<file path="config.mk">
export PLATFORM = sky130hd
export DESIGN_NAME = seq_detector_param
export DESIGN_NICKNAME = d
export VERILOG_FILES = /design/src/rtl/seq_detector_pkg.sv /design/src/rtl/seqdet_hist.sv /design/src/rtl/seq_detector_param.sv
export SDC_FILE = /design/constraint.sdc
export NUM_CORES = 1
export LEC_CHECK = 0
export ABC_AREA = 1
export BUFFER_PORTS_ARGS = -buffer_cell sky130_fd_sc_hd__buf_4
export CAP_MARGIN = 20
export CORE_MARGIN = 2
export CORE_UTILIZATION = 54
export DETAILED_ROUTE_END_ITERATION = 6
export PLACE_DENSITY = 0.77
export SYNTH_ARGS = -nofsm -noshare
export SYNTH_HDL_FRONTEND = slang
export SYNTH_SLANG_ARGS = --single-unit
</file>
<file path="constraint.sdc">
create_clock -name clk -period 1.4 [get_ports clk]
set_input_delay 0.07 -clock clk [delete_from_list [all_inputs] [get_ports clk]]
set_output_delay 0.07 -clock clk [all_outputs]
set_load 0.005 [all_outputs]
</file>
<file path="src/rtl/seq_detector_pkg.sv">
// Shared defaults, types and helpers for the parametrised serial sequence detector.
// No logic; constants and a pure function only.
// Imported by seq_detector_param and seqdet_hist.
package seq_detector_pkg;

    localparam int          DEF_PAT_LEN = 4;
    localparam logic [31:0] DEF_PATTERN = 32'h0000_000B;   // 4'b1011, MSB received first
    localparam int          DEF_CNT_W   = 8;

    // Largest supported pattern length; fill must be able to hold 0..MAX_PAT_LEN.
    localparam int MAX_PAT_LEN = 32;

    typedef logic [$clog2(MAX_PAT_LEN+1)-1:0] fill_t;

    // Saturating increment: stays at max_v once reached, never wraps.
    function automatic logic [31:0] sat_inc(input logic [31:0] cnt, input logic [31:0] max_v);
        return (cnt >= max_v) ? max_v : cnt + 32'd1;
    endfunction

endpackage

</file>
<file path="src/rtl/seqdet_hist.sv">
// History shift register plus saturating count of bits received since reset/flush.
// Latency: hist and fill update on the clock edge after shift/flush.
// No backpressure: shift is taken every cycle it is high; flush only clears fill.
module seqdet_hist
    import seq_detector_pkg::*;
#(
    parameter int PAT_LEN = DEF_PAT_LEN
)
(
    input  logic               clk,
    input  logic               rst,
    input  logic               i,
    input  logic               shift,
    input  logic               flush,
    output logic [PAT_LEN-1:0] hist,
    output fill_t              fill,
    output logic               full
);

    localparam fill_t FILL_MAX = fill_t'(PAT_LEN);

    // Shift the new bit in at the LSB; fill counts up to PAT_LEN, flush restarts it.
    // Flush keeps hist so a shift in the same cycle still lands.
    always_ff @(posedge clk) begin
        if (rst) begin
            hist <= '0;
            fill <= '0;
        end else begin
            if (shift) begin
                hist <= {hist[PAT_LEN-2:0], i};
            end
            if (flush) begin
                fill <= '0;
            end else if (shift && (fill != FILL_MAX)) begin
                fill <= fill + fill_t'(1);
            end
        end
    end

    // The window is complete once the next shifted bit arrives.
    assign full = (fill >= (FILL_MAX - fill_t'(1)));

endmodule

</file>
<file path="src/rtl/seq_detector_param.sv">
// Serial pattern detector: registered one-cycle match pulse and saturating match count.
// Latency: out and match_cnt reflect an accepted bit one clk later.
// No backpressure: bits are qualified by i_valid && en; SEQDET_CFG_EN adds a runtime pattern load.
module seq_detector_param
    import seq_detector_pkg::*;
#(
    parameter int                 PAT_LEN = DEF_PAT_LEN,
    parameter logic [PAT_LEN-1:0] PATTERN = PAT_LEN'(DEF_PATTERN),
    parameter int                 OVERLAP = 1,
    parameter int                 CNT_W   = DEF_CNT_W
)
(
    input  logic               clk,
    input  logic               rst,
    input  logic               i,
    input  logic               i_valid,
    input  logic               en,
    input  logic               clr_cnt,
`ifdef SEQDET_CFG_EN
    input  logic               cfg_we,
    input  logic [PAT_LEN-1:0] cfg_pat,
`endif
    output logic               out,
    output logic [CNT_W-1:0]   match_cnt,
    output logic               busy
);

    localparam logic [31:0] CNT_MAX = (CNT_W >= 32) ? 32'hFFFF_FFFF
                                                    : ((32'd1 << CNT_W) - 32'd1);

    logic               accept;
    logic               match;
    logic               flush;
    logic               cfg_load;
    logic               full;
    fill_t              fill;
    logic [PAT_LEN-1:0] hist;
    logic [PAT_LEN-1:0] hist_nxt;
    logic [PAT_LEN-1:0] pat_cur;

`ifdef SEQDET_CFG_EN
    logic [PAT_LEN-1:0] pat_q;

    // Runtime pattern register; the new value is used from the following cycle.
    always_ff @(posedge clk) begin
        if (rst) begin
            pat_q <= PATTERN;
        end else if (cfg_we) begin
            pat_q <= cfg_pat;
        end
    end

    assign cfg_load = cfg_we;
    assign pat_cur  = pat_q;
`else
    assign cfg_load = 1'b0;
    assign pat_cur  = PATTERN;
`endif

    assign accept   = i_valid && en;
    assign hist_nxt = {hist[PAT_LEN-2:0], i};

    // A pattern load restarts the window and masks any match in that cycle.
    assign match = accept && full && (hist_nxt == pat_cur) && !cfg_load;
    assign flush = cfg_load || ((OVERLAP == 0) && match);

    seqdet_hist #(
        .PAT_LEN (PAT_LEN)
    ) u_hist (
        .clk   (clk),
        .rst   (rst),
        .i     (i),
        .shift (accept),
        .flush (flush),
        .hist  (hist),
        .fill  (fill),
        .full  (full)
    );

    // Registered match pulse.
    always_ff @(posedge clk) begin
        if (rst) begin
            out <= 1'b0;
        end else begin
            out <= match;
        end
    end

    // Saturating match counter; a clear in a match cycle still counts that match.
    always_ff @(posedge clk) begin
        if (rst) begin
            match_cnt <= '0;
        end else if (clr_cnt) begin
            match_cnt <= match ? CNT_W'(1) : '0;
        end else if (match) begin
            match_cnt <= CNT_W'(sat_inc(32'(match_cnt), CNT_MAX));
        end
    end

    // Partial history is held whenever bits have been collected and no pulse is showing.
    assign busy = (fill != '0) && !out;

endmodule
</file>
# Yosys cells after proc, flatten, opt, wreduce, memory -nomap -nowiden
# Index checks and enable logic that the tools add are counted.
[word_totals] output_inout_bits=10 ff_bits=18 wordCells=22 in_bits=6
[op_classes] n_lt_le_gt_ge=2 muxes=4 n_reduce_logical=8 n_addsub=2 n_eq_ne=2
[ops] cell="8-bit 2-to-1 mux" count=3
[ops] cell="8-bit by 1-bit adder with 8-bit output (second input constant)" count=1
[ops] cell="8-bit greater-or-equal comparator (second input constant)" count=1
[ops] cell="6-bit by 1-bit adder with 6-bit output (second input constant)" count=1
[ops] cell="6-bit by 2-bit greater-or-equal comparator with 1-bit output (second input constant)" count=1
[ops] cell="6-bit by 3-bit inequality test with 1-bit output (second input constant)" count=1
[ops] cell="6-bit nonzero test" count=1
[ops] cell="1-bit logical AND" count=5
[ops] cell="4-bit == test (second input constant)" count=1
[ops] cell="2-bit nonzero test" count=1
[ops] cell="1-bit logical NOT" count=1
[ops] cell="1-bit 2-to-1 mux" count=1

# Logic depth before layout (Yosys ltp)
[logic_depth] word_depth=5 ltp_mapped=8 mapped_depth_nobuf=8

# Cells and area by module
# From an unflattened synthesis, not the netlist that was laid out.
[hier_totals] hier_cells=156 area_unflattened_um2=1124.8
[modules_own_cells] mod="seq_detector_param" cells_each=88 seq_area_each_um2=180.2 area_each_um2=609.3 instances=1
[modules_own_cells] mod="seqdet_hist" cells_each=68 seq_area_each_um2=200.2 area_each_um2=515.5 instances=1

# Worst setup path after synthesis
# Ideal clock, no wire load.
[synth_timing] kind="reg2reg" from="reg u_hist.fill[0]" to="reg match_cnt[5]" stages_incl_launch_ff=8 required_ns=1.332 synth_period_minus_slack_ns=1.251 setup_time_ns=0.068 path_buffers=1 slack_ns=0.149 arrival_ns=1.183 cell_sequence="dfxtp_1 ha_1 nor2_1 nand3_2 nand2_2 buf_4 nand3_1 a21oi_2"
[synth_via] elab_chain_cells=4
[synth_rtl] item="start: declaration" line="seqdet_hist.sv:16" text="output fill_t fill,"
[synth_rtl] item="start signal: assignment" line="seqdet_hist.sv:35" text="fill <= fill + fill_t'(1);"
[synth_rtl] item="6-bit by 2-bit greater-or-equal comparator with 1-bit output" line="seqdet_hist.sv:41" text="assign full = (fill >= (FILL_MAX - fill_t'(1)));"
[synth_rtl] item="1-bit logical AND (2 in series)" line="seq_detector_param.sv:64" text="assign match = accept && full && (hist_nxt == pat_cur) && !cfg_load;"
[synth_rtl] item="2-bit nonzero test (no source line)"
[synth_rtl] item="end signal: assignment" line="seq_detector_param.sv:94" text="match_cnt <= match ? CNT_W'(1) : '0;"
[synth_rtl] item="end signal: assignment" line="seq_detector_param.sv:96" text="match_cnt <= CNT_W'(sat_inc(32'(match_cnt), CNT_MAX));"
[synth_rtl] item="end: declaration" line="seq_detector_param.sv:24" text="output logic [CNT_W-1:0] match_cnt,"
# Every way passes these cells.
# A chain may end at the register's enable or synchronous reset.

# Worst setup path in the final report
[layout_timing] from="reg u_hist.fill[1]" to="out busy"
[layout_via] elab_chain_cells=2
[layout_rtl] item="6-bit nonzero test" line="seq_detector_param.sv:101" text="assign busy = (fill != '0) && !out;"
[layout_rtl] item="1-bit logical AND" line="seq_detector_param.sv:101"
[layout_rtl] item="end: declaration" line="seq_detector_param.sv:25" text="output logic busy"
# Every way passes these cells.

==> results.ini <==
[outcome]
status = complete, no violations

[sta]
fmax_ghz = 0.738
fin_crit_ps = 1350
tns_ps = 0
hold_viol = 0
max_slew_margin = 0.836
slew_violations = 0
tightest_slew_ps = 246
period_share = 0.968
clock_skew_ps = 4.47
grt_setup_unrepaired = true
setup-violations-final = 0

[global_routing]
use_met2 = 0.353
met3_usage = 0.0577
grt_max_degree = 12
grt_pass1_wl_um = 3630
grt_busiest_layer = met2
grt_pass1_vias = 881
grt_usage = 0.238
overflow = 0
grtUsageMet1 = 0.332
antenna_found_initial = 0

[worst_setup_path]
cp_cell_sequence = inv_1, ha_4, a31o_2, inv_1, buf_4
critPathMostFrequentCell = inv_1
worstPathRequired_ps = 1330
worst-setup-path-type = flip-flop to output port
worstPathArrival_ps = 1280
cp_slowest_cell = dfxtp_2
worstSetupStartpointType = flip-flop
crit_path_end_kind = output port
cp_max_fo = 4
critPathMaxStageDelay_ps = 370

[drt]
vias_per_cell = 5.35
vias = 1027
first_pass_iters = 5
drc_errors = 0
wire_per_inst_um = 12.1
drt_wl_total_um = 2330
ant_nets = 0
drt_iter0_markers = 34

[pwr]
p_leak_uw = 0.000557
ir_drop_mv = 0.563
finalPower_uw = 943
p_per_area_nw_per_um2 = 749

[synthesis]
ys.warnings.count = 0
synth_seq_cells = 18
synth.area.top_cells = dfxtp_1 (36%), nand2_1 (13%), nand3_1 (8.9%)
synth.top_cell.area_share = 0.357
syn_area_um2 = 1010
syn_area_per_cell_um2 = 6.95
synth.net_count = 155
synth_cells = 145
ys_seq_area_frac = 0.357
synth_top_cell_by_area = dfxtp_1
ys_types = 23

[layout]
layout-drive-gt1-share = 0.275
nets = 178
fill_cells = 142
final_util = 0.721
fin_cells = 192
area_delta_synth_final_pct = 24.8
diodes = 0

[clocking]
htreeDepth = 1
clk_latency_ps = 300
cts_buffer_depth = 2
path_clk_slew_ps = 110
cts_inserted_buffers = 3
cts.sinks = 18
cts-hold-fix-buffers = 0
tritoncts = done
cts_root_buf = clkbuf_4

[die]
coreArea_um2 = 1750
die_w_um = 47.2
die_y_um = 47.2
initial_core_util = 0.578
num_rows = 15
die_area_um2 = 2230
top_level_ports = 16

[place]
dp_cells = 187
gp_congestion = 0.847
portBuffers = 15
hpwl_um = 1720

[hold_path]
holdCritPathClass = input pin to flip-flop

[job]
cap_violations = 0

[through the flow]
stage	area, um2	hold slack [ps]	setup WS [ps]
after CTS	1220	9.69	29.4
after global placement	1170	329	26.4
after floorplan	1010	233	149
after global routing	1260	26.9	-12.2
final	1260	18.1	45.1
after detailed placement	1170	334	-36.7
[cell families (layout without fill, tap and decap cells)]
kind of cell,after synthesis,in the layout,share of synthesized area
buffers and inverters,19,41,0.0744
AND/OR/NAND/NOR,78,78,0.365
flip-flops,18,18,0.357
XOR/XNOR,3,3,0.0261
AO/OA/AOI/OAI,23,23,0.128
adder cells (fa/ha/maj),4,4,0.0496
[path summary, 6_finish.rpt]
| kind | from | endpoint | depth (start not counted) | slack, ps |
|---|---|---|---|---|
| min | rst | match_cnt[7] | 2 | 20 |
| max reg2reg | u_hist.fill[0] | match_cnt[4] | 7 | 80 |
| min reg2reg | u_hist.hist[1] | u_hist.hist[1] | 2 | 470 |
| max | u_hist.fill[1] | busy | 5 | 50 |
[cells in the final DEF (no fill, tap or decap), drive strengths merged, types with 2 or more instances in the layout]
master,instances
ha,4
nand2,38
xnor2,2
inv,17
o21ai,7
nand3,20
nand4,3
buf,20
dfxtp,18
clkbuf,4
a21oi,14
nor2,17
[area by class of cell]
class / instances / area (um2) / share of cell area
multi-input combinational: 108 / 612 / 0.486
sequential: 18 / 365 / 0.290
timing repair buffer: 20 / 150 / 0.119
inverter: 17 / 63.8 / 0.0507
clock buffer: 4 / 36.3 / 0.0288
tap: 25 / 31.3 / 0.0249
[report_power, final]
| part | switching [uW] | total, uW | internal, uW |
|---|---|---|---|
| combinational | 46.9 | 82.9 | 36.0 |
| sequential | 7.38 | 528 | 521 |
| clock | 173 | 332 | 159 |
[synth_stat cells (all sizes together)]
master   n
a21oi   14
clkbuf   1
nand2   38
buf      1
o21a     1
xor2     1
a31o     1
nand4    3
inv     17
nor2    17
o21ai    7
nand3   20
xnor2    2
ha       4
dfxtp   18
[registers in the layout (all words and copies together) (netlist names)]
name and flops:
match_cnt 8, u_hist.fill 6, u_hist.hist 3, out 1
[critical path: cells and delay by family (launching register included)]
family	cells	cell delay, ps
buf+inv	3	220
fa+ha+maj	1	160
compound gates	1	230
flops	1	370
[routing by layer]
metal / share of wire / up-vias
li1: - / 517
met1: 0.43 / 457
met2: 0.47 / 49
met3: 0.083 / 4
met4: 0.012 / 0
met5: 0 / -
[what timing repair did]
| action | 4_1_cts | 5_1_grt |
|---|---|---|
| gates resized for setup | 4 | 9 |
| setup buffers | 0 | 1 |
| cloned | 0 | 0 |
| endpoints found under the setup margin | 8 | 10 |
| pin swaps | 0 | 2 |
(Power assumes the default switching activity.)
